`config.mk`:
```
export PLATFORM = sky130hd
export DESIGN_NAME = hc_sr_echo_meas
export DESIGN_NICKNAME = d
export VERILOG_FILES = /design/src/rtl/hc_sr_pkg.sv /design/src/rtl/hc_sr_us_tick.sv /design/src/rtl/hc_sr_echo_meas.sv
export SDC_FILE = /design/constraint.sdc
export NUM_CORES = 1
export LEC_CHECK = 0
export ABC_CLOCK_PERIOD_IN_PS = 8500
export BUFFER_PORTS_ARGS = -buffer_cell sky130_fd_sc_hd__buf_2
export CAP_MARGIN = 25
export CORE_MARGIN = 2
export CORE_UTILIZATION = 55
export CTS_BUF_LIST = sky130_fd_sc_hd__clkbuf_16
export CTS_CLUSTER_SIZE = 16
export DETAILED_ROUTE_END_ITERATION = 16
export PLACE_DENSITY = 0.72
export SLEW_MARGIN = 20
export SYNTH_ARGS = -nofsm -noshare
export SYNTH_HDL_FRONTEND = slang
export SYNTH_HIERARCHICAL = 1
export SYNTH_SLANG_ARGS = --single-unit
```
`constraint.sdc`:
```
create_clock -name Clk -period 8.5 [get_ports Clk]
set_input_delay 0 -clock Clk [delete_from_list [all_inputs] [get_ports Clk]]
set_output_delay 0 -clock Clk [all_outputs]
set_load 0.02 [all_outputs]
```
`src/rtl/hc_sr_pkg.sv`:
```
// hc_sr_pkg: shared constants and FSM state encoding for the HC-SR04 ranging path.
package hc_sr_pkg;

  // FSM state encoding, kept as plain constants for legacy compatibility
  typedef logic [2:0] state_t;
  localparam state_t IDLE    = 3'd0;
  localparam state_t ARMED   = 3'd1;
  localparam state_t MEASURE = 3'd2;
  localparam state_t CALC    = 3'd3;
  localparam state_t OUT     = 3'd4;
  localparam state_t TMO     = 3'd5;

  // Distance scale: mm = (us * K_MM + ROUND_MM) >> 16, about 0.170 mm/us
  localparam int unsigned K_MM_DEF         = 11141;
  localparam int unsigned ROUND_MM         = 32768;

  localparam int unsigned TIMEOUT_US_DEF   = 38000;
  localparam int unsigned CLK_TICKS_US_DEF = 50;

endpackage

```
`src/rtl/hc_sr_us_tick.sv`:
```
// hc_sr_us_tick: microsecond prescaler. Counts 0..CLK_TICKS_US-1 and flags the
// last count as a one-cycle tick. clr_i restarts the count at zero.
module hc_sr_us_tick #(
  parameter int unsigned CLK_TICKS_US = 50
) (
  input  logic clk_i,
  input  logic rst_ni,
  input  logic clr_i,
  output logic tick_o
);

  localparam int unsigned CW = (CLK_TICKS_US > 1) ? $clog2(CLK_TICKS_US) : 1;
  localparam logic [CW-1:0] LAST = CW'(CLK_TICKS_US - 1);

  logic [CW-1:0] cnt_q, cnt_d;

  // Wrap at LAST, restart on clear
  always_comb begin
    tick_o = (cnt_q == LAST);
    cnt_d  = tick_o ? '0 : cnt_q + 1'b1;
    if (clr_i) cnt_d = '0;
  end

  // Prescaler register
  always_ff @(posedge clk_i) begin
    if (!rst_ni) cnt_q <= '0;
    else         cnt_q <= cnt_d;
  end

endmodule

```
`src/rtl/hc_sr_echo_meas.sv`:
```
// hc_sr_echo_meas: times the HC-SR04 echo pulse in 1 us ticks and converts the
// width to millimetres; flags timeouts. Define HC_SR_AVG4_EN to publish the
// average of the last four valid results instead of the raw value.
module hc_sr_echo_meas
  import hc_sr_pkg::*;
#(
  parameter int unsigned CLK_TICKS_US = CLK_TICKS_US_DEF,
  parameter int unsigned TIMEOUT_US   = TIMEOUT_US_DEF,
  parameter int unsigned K_MM         = K_MM_DEF
) (
  input  logic        Clk,
  input  logic        Rst_n,
  input  logic        meas_start,
  input  logic        echo,
  output logic        busy,
  output logic [15:0] dist_mm,
  output logic        dist_vld,
  output logic        dist_err
);

  localparam logic [15:0] TMO_CNT = 16'(TIMEOUT_US);

  logic        sync1_q, sync2_q, prev_q;
  logic        rise, fall;
  state_t      state_q, state_d;
  logic [15:0] us_cnt_q, us_cnt_d, us_inc;
  logic [15:0] cap_q, cap_d;
  logic [29:0] prod_q, prod_d;
  logic [13:0] dist_q;
  logic        vld_q, err_q;
  logic        tick, tick_clr, pend;

  // Two-stage echo synchronizer plus previous value for edge detection
  always_ff @(posedge Clk) begin
    if (!Rst_n) begin
      sync1_q <= 1'b0;
      sync2_q <= 1'b0;
      prev_q  <= 1'b0;
    end else begin
      sync1_q <= echo;
      sync2_q <= sync1_q;
      prev_q  <= sync2_q;
    end
  end

  assign rise = sync2_q & ~prev_q;
  assign fall = ~sync2_q & prev_q;

  // Prescaler held at zero while idle so the arm timeout counts whole
  // microseconds from arming; restarted again when the echo rises.
  assign tick_clr = (state_q == IDLE) || ((state_q == ARMED) && rise);

  hc_sr_us_tick #(
    .CLK_TICKS_US(CLK_TICKS_US)
  ) u_tick (
    .clk_i (Clk),
    .rst_ni(Rst_n),
    .clr_i (tick_clr),
    .tick_o(tick)
  );

  // Saturating microsecond count
  always_comb begin
    us_inc = us_cnt_q;
    if (tick && (us_cnt_q != TMO_CNT)) us_inc = us_cnt_q + 16'd1;
  end

  // FSM next-state; timeout is taken on the same edge the count reaches the
  // limit, and it wins over a simultaneous falling edge.
  always_comb begin
    state_d  = state_q;
    us_cnt_d = us_inc;
    cap_d    = cap_q;
    prod_d   = prod_q;
    case (state_q)
      IDLE: begin
        us_cnt_d = '0;
        if (meas_start && !pend) state_d = ARMED;
      end
      ARMED: begin
        if (rise) begin
          state_d  = MEASURE;
          us_cnt_d = '0;
        end else if (us_inc == TMO_CNT) begin
          state_d = TMO;
        end
      end
      MEASURE: begin
        if (us_inc == TMO_CNT) begin
          state_d = TMO;
        end else if (fall) begin
          state_d = CALC;
          cap_d   = us_inc;
        end
      end
      CALC: begin
        prod_d  = 30'(cap_q) * 30'(K_MM) + 30'(ROUND_MM);
        state_d = OUT;
      end
      OUT:     state_d = IDLE;
      TMO:     state_d = IDLE;
      default: state_d = IDLE;
    endcase
  end

  // FSM and datapath registers
  always_ff @(posedge Clk) begin
    if (!Rst_n) begin
      state_q  <= IDLE;
      us_cnt_q <= '0;
      cap_q    <= '0;
      prod_q   <= '0;
    end else begin
      state_q  <= state_d;
      us_cnt_q <= us_cnt_d;
      cap_q    <= cap_d;
      prod_q   <= prod_d;
    end
  end

`ifdef HC_SR_AVG4_EN
  logic [3:0][13:0] hist_q;
  logic             fill_q, pend_q;
  logic [13:0]      raw_mm;
  logic [15:0]      hist_sum;

  assign raw_mm   = 14'(prod_q >> 16);
  assign hist_sum = 16'(hist_q[0]) + 16'(hist_q[1]) + 16'(hist_q[2]) + 16'(hist_q[3]);
  assign pend     = pend_q;

  // History of valid results; first result after reset or timeout fills all slots
  always_ff @(posedge Clk) begin
    if (!Rst_n) begin
      hist_q <= '0;
      fill_q <= 1'b1;
      pend_q <= 1'b0;
    end else begin
      pend_q <= (state_q == OUT);
      if (state_q == OUT) begin
        if (fill_q) hist_q <= {4{raw_mm}};
        else        hist_q <= {hist_q[2:0], raw_mm};
        fill_q <= 1'b0;
      end else if (state_q == TMO) begin
        fill_q <= 1'b1;
      end
    end
  end
`else
  assign pend = 1'b0;
`endif

  // Result publication: distance, valid strobe and sticky error
  always_ff @(posedge Clk) begin
    if (!Rst_n) begin
      dist_q <= '0;
      vld_q  <= 1'b0;
      err_q  <= 1'b0;
    end else begin
      vld_q <= 1'b0;
`ifdef HC_SR_AVG4_EN
      if (pend_q) begin
        dist_q <= 14'(hist_sum >> 2);
        err_q  <= 1'b0;
        vld_q  <= 1'b1;
      end
`else
      if (state_q == OUT) begin
        dist_q <= 14'(prod_q >> 16);
        err_q  <= 1'b0;
        vld_q  <= 1'b1;
      end
`endif
      if (state_q == TMO) begin
        err_q <= 1'b1;
        vld_q <= 1'b1;
      end
    end
  end

  assign busy     = (state_q != IDLE) || pend || vld_q;
  assign dist_mm  = {2'b00, dist_q};
  assign dist_vld = vld_q;
  assign dist_err = err_q;

endmodule

```
==> metrics.md, run 1 <==
| Metric | Value |
|---|---|
| Status | finished clean |
| I/O Pins | 23 |
| Global Route met1 Usage | 29.70% |
| Area leader, netlist | ha_1 |
| Synth Area in Adders | 40.08% |
| WL/cell | 15.23 um |
| Syn-to-layout area delta | 7.897% |
| Clock Sinks | 74 |
| Post-Synth Simple-Gate Area | 14.17% |
| CP Max Fanout | 7 |
| Hold crit path type | primary input to flip-flop |
| Via count | 5,044 |
| Detailed Route WL | 14,210 um |
| Dpl cell area | 7166 um^2 |
| Die area | 13,500 um^2 |
| Busiest grt layer | met2 |
| Share of cells above drive strength 1 | 8.235% |
| Combinational share of power | 3.5% |
| Number of global-route vias before repair | 5,297 |
| Hpwl dp | 11,790 um |
| DRC | 0 |
| Cells along the critical path | ha_1 -> inv_1 -> fa_1 -> inv_1 -> fa_1 -> fa_1 -> inv_1 -> fa_1 -> inv_1 -> ha_1 -> ha_1 -> and3_1 -> o2111a_1 -> a2111o_1 -> a21oi_1 -> o2111ai_1 -> or4_1 -> nand3_1 |
| DR iter-0 viols | 211 |
| Layout Skew | 0.007504 ns |
| Initial Util | 56.93% |
| Slew Limit Headroom | 43.45% |
| Crit path required time | 8.77 ns |
| Maximum vdd drop | 0.1244 mV |
| Met2 usage | 40.23% |
| Pwr dens | 101.1 nW/um^2 |
| Slowest CP cell | fa_1 |
| Tot Pwr | 0.0007551 W |
| Core footprint | 12,160 um^2 |
| Highest Clock Rate | 0.1718 GHz |
| Syn Std Cell Area | 6924 um^2 |
| #FFs+latches synth | 74 |
| Share of the synthesized area in the top cell type | 23.31% |
| FF/Latch Area | 1481 um^2 |
| Layout net count | 951 |
| GR Util All Layers | 23.14% |
| Fillers | 1,040 |
| RSZ-0062 raised after global routing | no |
| CP top delay family | adder cells |
| Grt total ovfl | 0 |
| Initial antenna violation count | 0 |
| Slew @ Worst Pin | 0.8465 ns |
| Final setup TNS | 0 ns |
| Vias/cell | 5.406 |
| Final Cell Area | 7471 um^2 |
| Chip height | 116.2 um |
| Clock Latency Late Sink | 0.34 ns |
| Final ANT Viol Nets | 0 |
| Internal power | 0.0005834 W |
| CTS tree | done |
| Setup crit end kind | flip-flop |
| Sw Pwr | 0.0001717 W |
| Mux cell area share after synthesis | 1.030% |
| CTS root buf | clkbuf_16 |
| Antenna cells | 0 |
| Xor and xnor fraction of the mapped netlist area | 3.668% |
| Number of I/O port buffers | 20 |
| Routability cong. | 0.8930 |
| Top cells by area, synth | ha_1 23%, dfxtp_1 21%, fa_1 17% |
| H-tree Lvls | 3 |
| Maxcap violations | 0 |
| Die X | 116.2 um |
| Distinct cells, synth | 66 |
| Period utilization | 68.48% |
| Ys async rst share | 0% |
| WP data arrival | 6.09 ns |
| Compound-Gate Fraction of Synth Area | 10.70% |
| First-pass GRT wire length | 24,710 um |
| Register area share after synthesis | 21.40% |
| CP bufs+invs | 4 |
| CTS clk-pin slew, worst paths | 0.06 ns |
| Post-Synthesis Cells | 744 |
| Num CTS Buffers | 9 |
| Clock share of power | 50.0% |
| Switching Share | 22.74% |
| Final hold violation count | 0 |
| Warnings from Yosys | 6 |
| 1st-pass router iterations | 5 |
| Post-CTS setup buffers | 0 |
| Setup Crit Path Kind | flip-flop to flip-flop |
| Post-synth EDFFs | 0 |
| Max-slew violations | 0 |
| Syn_area_per_cell | 9.307 um^2 |
| Bufs on Longest Clock Path | 2 |
| Seq pwr share | 46.5% |
| Leakage | 3.713 nW |
| Crit path time final | 5.821 ns |
| Largest family of logic cells by synthesized area | adder cells |
| CP max stage delay | 0.54 ns |
| # setup viols final | 0 |
| Pin count of the biggest net entering global routing | 38 |
| Primary FF master, synth | dfxtp_1 |
| CP startpoint kind | flip-flop |
| Num rows | 40 |
| Multi-input gate area | 4830 um^2 |
| Met3 global-route usage | 3.840% |
cell usage after synthesis, types with 6 or more instances:
| master | n |
|---|---|
| mux2i_1 | 6 |
| xor2_1 | 8 |
| nand3_1 | 18 |
| a211oi_1 | 7 |
| nor2_1 | 29 |
| ha_1 | 129 |
| and2_1 | 9 |
| fa_1 | 58 |
| a21oi_1 | 40 |
| a211oi_2 | 9 |
| inv_1 | 136 |
| clkbuf_1 | 12 |
| nand4_1 | 11 |
| dfxtp_1 | 74 |
| xnor2_1 | 21 |
| nand2_1 | 70 |
| and3_1 | 6 |
| o21ai_0 | 11 |
| nor2b_1 | 8 |
cell families (layout without fill, tap and decap cells):
group / Yosys count / after routing
simple gates: 190 / 190
fa+ha+maj: 187 / 187
buf+inv: 158 / 178
compound gates: 98 / 98
flops: 74 / 74
xor+xnor: 29 / 29
mux: 7 / 7
other cells: 1 / 2
state kept, by name, summed over array words and instances, names as in the netlist:
register,count
cap_q,16
dist_err,1
dist_q,14
dist_vld,1
prev_q,1
prod_q,14
state_q,3
sync1_q,1
sync2_q,1
u_tick/cnt_q,6
us_cnt_q,16
tightest hold or removal path, stage by stage:
cell and delay [ns]:
buf_2 0.10, nor2_1 0.09, o22ai_1 0.08, nand2_1 0.06
a31oi_1 0.04
layer usage:
metal | routed length, um | vias to the layer above
li1 | - | 2509
met1 | 6324 | 2407
met2 | 7025 | 102
met3 | 559 | 26
met4 | 297 | 0
met5 | 0 | -
power groups by stage:
stage | Sequential [W] | Combinational, W | Clock (W)
CTS | 0.000351 | 0.0000261 | 0.000381
floorplan | 0.000357 | 0.0000220 | 0
finish | 0.000351 | 0.0000261 | 0.000378
detailed placement | 0.000359 | 0.0000254 | 0
global route | 0.000351 | 0.0000293 | 0.000395
global placement | 0.000359 | 0.0000248 | 0
layout by cell type, fill, tap and decap left out, drive strengths merged, types with 11 or more instances in the layout:
master,instances
nor2,29
buf,22
inv,140
a21oi,41
and2,11
o21ai,12
dfxtp,74
a211oi,16
ha,129
nand4,11
nand3,19
fa,58
nand2,71
xnor2,21
cell type report:
cell class | count | share of cell area, %
clock inverter | 7 | 0.9379
tap | 168 | 2.814
timing repair buffer | 24 | 1.825
inverter | 138 | 6.934
sequential | 74 | 19.83
clock buffer | 9 | 3.015
multi-input combinational | 513 | 64.65
through the flow:
step                      hold WS (ns)  utilization, %  std cells  setup WS, ns
after floorplan                 0.1273               -        745         3.138
after CTS                      0.08095           61.43        933         2.729
after detailed placement        0.2291           58.92        916         2.751
final                          0.08723           61.43        933         2.679
after global routing           0.09865           61.43        933         2.417
after global placement          0.2155           58.83        915         2.912
timing repair:
action,4_1_cts,5_1_grt
endpoints found under the setup margin,0,0
gates resized for setup,0,0
hold endpoints to repair,1,0
hold buffers,1,0
final timing paths:
path               from          to  cells after the start  slack (ns)
min          meas_start  state_q[0]                      5        0.09
min reg2reg     sync1_q     sync2_q                      1        0.44
max reg2reg    cap_q[2]  prod_q[29]                     18        2.68
max            cap_q[2]  prod_q[29]                     18        2.68
(Power assumes the default switching activity.)
==> inputs of run 2 (changes only) <==
Settings changed: ABC_CLOCK_PERIOD_IN_PS 8500 to 6000.
Clock period 8.5 ns to 6 ns, I/O delays scaled along.
==> run 2 against run 1 <==
  * Fmax increased by 1.4%
  * Clock-buffer cell count unchanged
  * Non-clock buffer count increased by 2
  * Utilization increased by 0.56 points
  * First-iteration DRC count decreased by 0.47%
  * Clock power increased by 63%
  * Design area increased by 0.90%
  * Sequential share of layout area decreased by 0.16 points
  * Setup slack got worse by 2.4 ns
  * Routed wire length decreased by 0.29%
  * Register-to-register slack got worse by 2.4 ns
  * Total power increased by 53%
  * Largest power group unchanged
==> metrics.md, run 2 (synthesized netlist as in run 1, its figures left out) <==
| Metric | Value |
|---|---|
| Hold crit path type | primary input to flip-flop (unchanged) |
| CP max stage delay | 0.55 ns (was 0.54 ns) |
| CTS root buf | clkbuf_16 (unchanged) |
| Place WS | 0.2264 ns (was 2.751 ns) |
| Clock Latency Late Sink | 0.34 ns (about the same) |
| Share of cells above drive strength 1 | 8.735% (was 8.235%) |
| Worst R2R Start | cap_q[3] (was cap_q[2]) |
| Routability cong. | 0.8937 (was 0.8930) |
| CP startpoint kind | flip-flop (unchanged) |
| Die area | 13,500 um^2 (unchanged) |
| Detailed Route WL | 14,170 um (was 14,210 um) |
| Maximum vdd drop | 0.2156 mV (was 0.1244 mV) |
| 1st-pass router iterations | 5 (unchanged) |
| CTS clk-pin slew, worst paths | 0.06 ns (about the same) |
| WHS | 0.09196 ns (was 0.08723 ns) |
| Post-CTS setup buffers | 0 (unchanged) |
| DR iter-0 viols | 210 (was 211) |
| GR Util All Layers | 23.05% (was 23.14%) |
| Die X | 116.2 um (unchanged) |
| Antenna cells | 0 (unchanged) |
| Hold path depth | 5 (unchanged) |
| Via count | 5,107 (was 5,044) |
| Clock Sinks | 74 (unchanged) |
| Crit path time final | 5.739 ns (was 5.821 ns) |
| Final setup TNS | 0 ns (unchanged) |
| I/O Pins | 23 (unchanged) |
| Setup Crit Path Kind | flip-flop to flip-flop (unchanged) |
| Num rows | 40 (unchanged) |
| Pin count of the biggest net entering global routing | 38 (unchanged) |
| Period utilization | 95.64% (was 68.48%) |
| Number of I/O port buffers | 20 (unchanged) |
| FF-to-FF End | prod_q[29] (unchanged) |
| Initial antenna violation count | 0 (unchanged) |
| Top Registers | cap_q (16), us_cnt_q (16) (unchanged) |
| Chip height | 116.2 um (unchanged) |
| Final Non-Filler Cells | 935 (was 933) |
| # setup viols final | 0 (unchanged) |
| Pwr dens | 152.8 nW/um^2 (was 101.1 nW/um^2) |
| Crit path required time | 6.27 ns (was 8.77 ns) |
| WP data arrival | 6.01 ns (was 6.09 ns) |
| Min-Delay Endpoint | state_q[0] (unchanged) |
| Layout Skew | 0.008788 ns (was 0.007504 ns) |
| Initial Util | 56.93% (unchanged) |
| Cells along the critical path | ha_1 -> inv_1 -> fa_1 -> inv_1 -> fa_1 -> fa_1 -> inv_1 -> fa_1 -> inv_1 -> ha_1 -> ha_1 -> and3_1 -> o2111a_1 -> a2111o_1 -> a21oi_2 -> o2111ai_1 -> or4_1 -> nand3_1 (was ha_1 -> inv_1 -> fa_1 -> inv_1 -> fa_1 -> fa_1 -> inv_1 -> fa_1 -> inv_1 -> ha_1 -> ha_1 -> and3_1 -> o2111a_1 -> a2111o_1 -> a21oi_1 -> o2111ai_1 -> or4_1 -> nand3_1) |
| R2r setup slk | 0.26 ns (was 2.68 ns) |
| Bufs on Longest Clock Path | 2 (unchanged) |
| Final hold violation count | 0 (unchanged) |
| Syn-to-layout area delta | 8.872% (was 7.897%) |
| Status | finished clean (unchanged) |
| Max-slew violations | 0 (unchanged) |
| Final worst-path setup slack | 0.2615 ns (was 2.679 ns) |
| Vias/cell | 5.462 (was 5.406) |
| Maxcap violations | 0 (unchanged) |
| Hpwl dp | 11,780 um (was 11,790 um) |
| Fillers | 1,009 (was 1,040) |
| Slowest CP cell | fa_1 (unchanged) |
| H-tree Lvls | 3 (unchanged) |
| Setup crit end kind | flip-flop (unchanged) |
| Num CTS Buffers | 9 (unchanged) |
| Tot Pwr | 0.001152 W (was 0.0007551 W) |
| Most frequent cells in the layout | 137 x inv_1, 129 x ha_1, 73 x dfxtp_1 (was 137 x inv_1, 129 x ha_1, 74 x dfxtp_1) |
| Min-delay src | meas_start (unchanged) |
| DRC | 0 (unchanged) |
| R2R cell count | 18 (unchanged) |
| CP Max Fanout | 6 (was 7) |
| Highest Clock Rate | 0.1743 GHz (was 0.1718 GHz) |
| Final ANT Viol Nets | 0 (unchanged) |
| CTS tree | done (unchanged) |
| Number of global-route vias before repair | 5,278 (was 5,297) |
| Leakage | 3.738 nW (was 3.713 nW) |
| WL/cell | 15.15 um (was 15.23 um) |
| Layout net count | 953 (was 951) |
| Core footprint | 12,160 um^2 (unchanged) |
| Grt total ovfl | 0 (unchanged) |
| First-pass GRT wire length | 24,670 um (was 24,710 um) |
| Slew @ Worst Pin | 0.8479 ns (was 0.8465 ns) |
| Placed cells | 918 (was 916) |
| Slew Limit Headroom | 43.36% (was 43.45%) |
| Commonest non-fill, non-tap cell in the layout | inv_1 (unchanged) |
-- run 2: power by group --
part           switching, W  internal [W]  leakage [nW]
logic             0.0000257     0.0000110          2.98
registers        0.00000387      0.000494         0.597
clock network      0.000211      0.000406         0.163
-- run 2: how the worst max path moves through the flow --
stage | startpoint | endpoint | cells past startpoint
after global routing | cap_q[4] | prod_q[28] | 18
after global placement | cap_q[3] | prod_q[29] | 18
after floorplan | cap_q[3] | prod_q[29] | 18
after CTS | cap_q[2] | prod_q[29] | 18
final | cap_q[3] | prod_q[29] | 18
after detailed placement | cap_q[3] | prod_q[29] | 18
-- run 2: per-stage QoR --
stage          util [%]  area [um^2]
2_1_floorplan         -         6928
3_3_place_gp      58.95         7169
3_5_place_dp      59.04         7181
4_1_cts           61.94         7533
5_1_grt           61.99         7538
6_report          61.99         7538
-- run 2: worst max-delay path: cells and delay by family (launching register included) --
kind	cells	cell delay, ns
adder cells (fa/ha/maj)	7	3.06
AO/OA/AOI/OAI	4	1.18
AND/OR/NAND/NOR	3	0.83
flip-flops	1	0.37
buffers and inverters	4	0.22
-- run 2: area by class of cell --
class / instances / area (um^2) / share of cell area, %
well taps: 168 / 210.2 / 2.788
inverters: 138 / 518.0 / 6.871
flip-flops and latches: 74 / 1483 / 19.67
repair buffers: 26 / 151.4 / 2.008
multi-input cells: 513 / 4833 / 64.12
clock buffers: 9 / 225.2 / 2.988
clock inverters: 7 / 117.6 / 1.560
-- run 2: timing repair --
action / CTS / global route
hold endpoints to repair: 1 / 0
setup endpoints to repair: 0 / 1
hold buffers: 1 / 0
resized for setup: 0 / 2
-- run 2: metal layers --
layer	track usage, %	wire [um]
met1	30.74	6372
met2	39.10	6898
met3	3.166	598
met4	7.222	297
met5	0	0
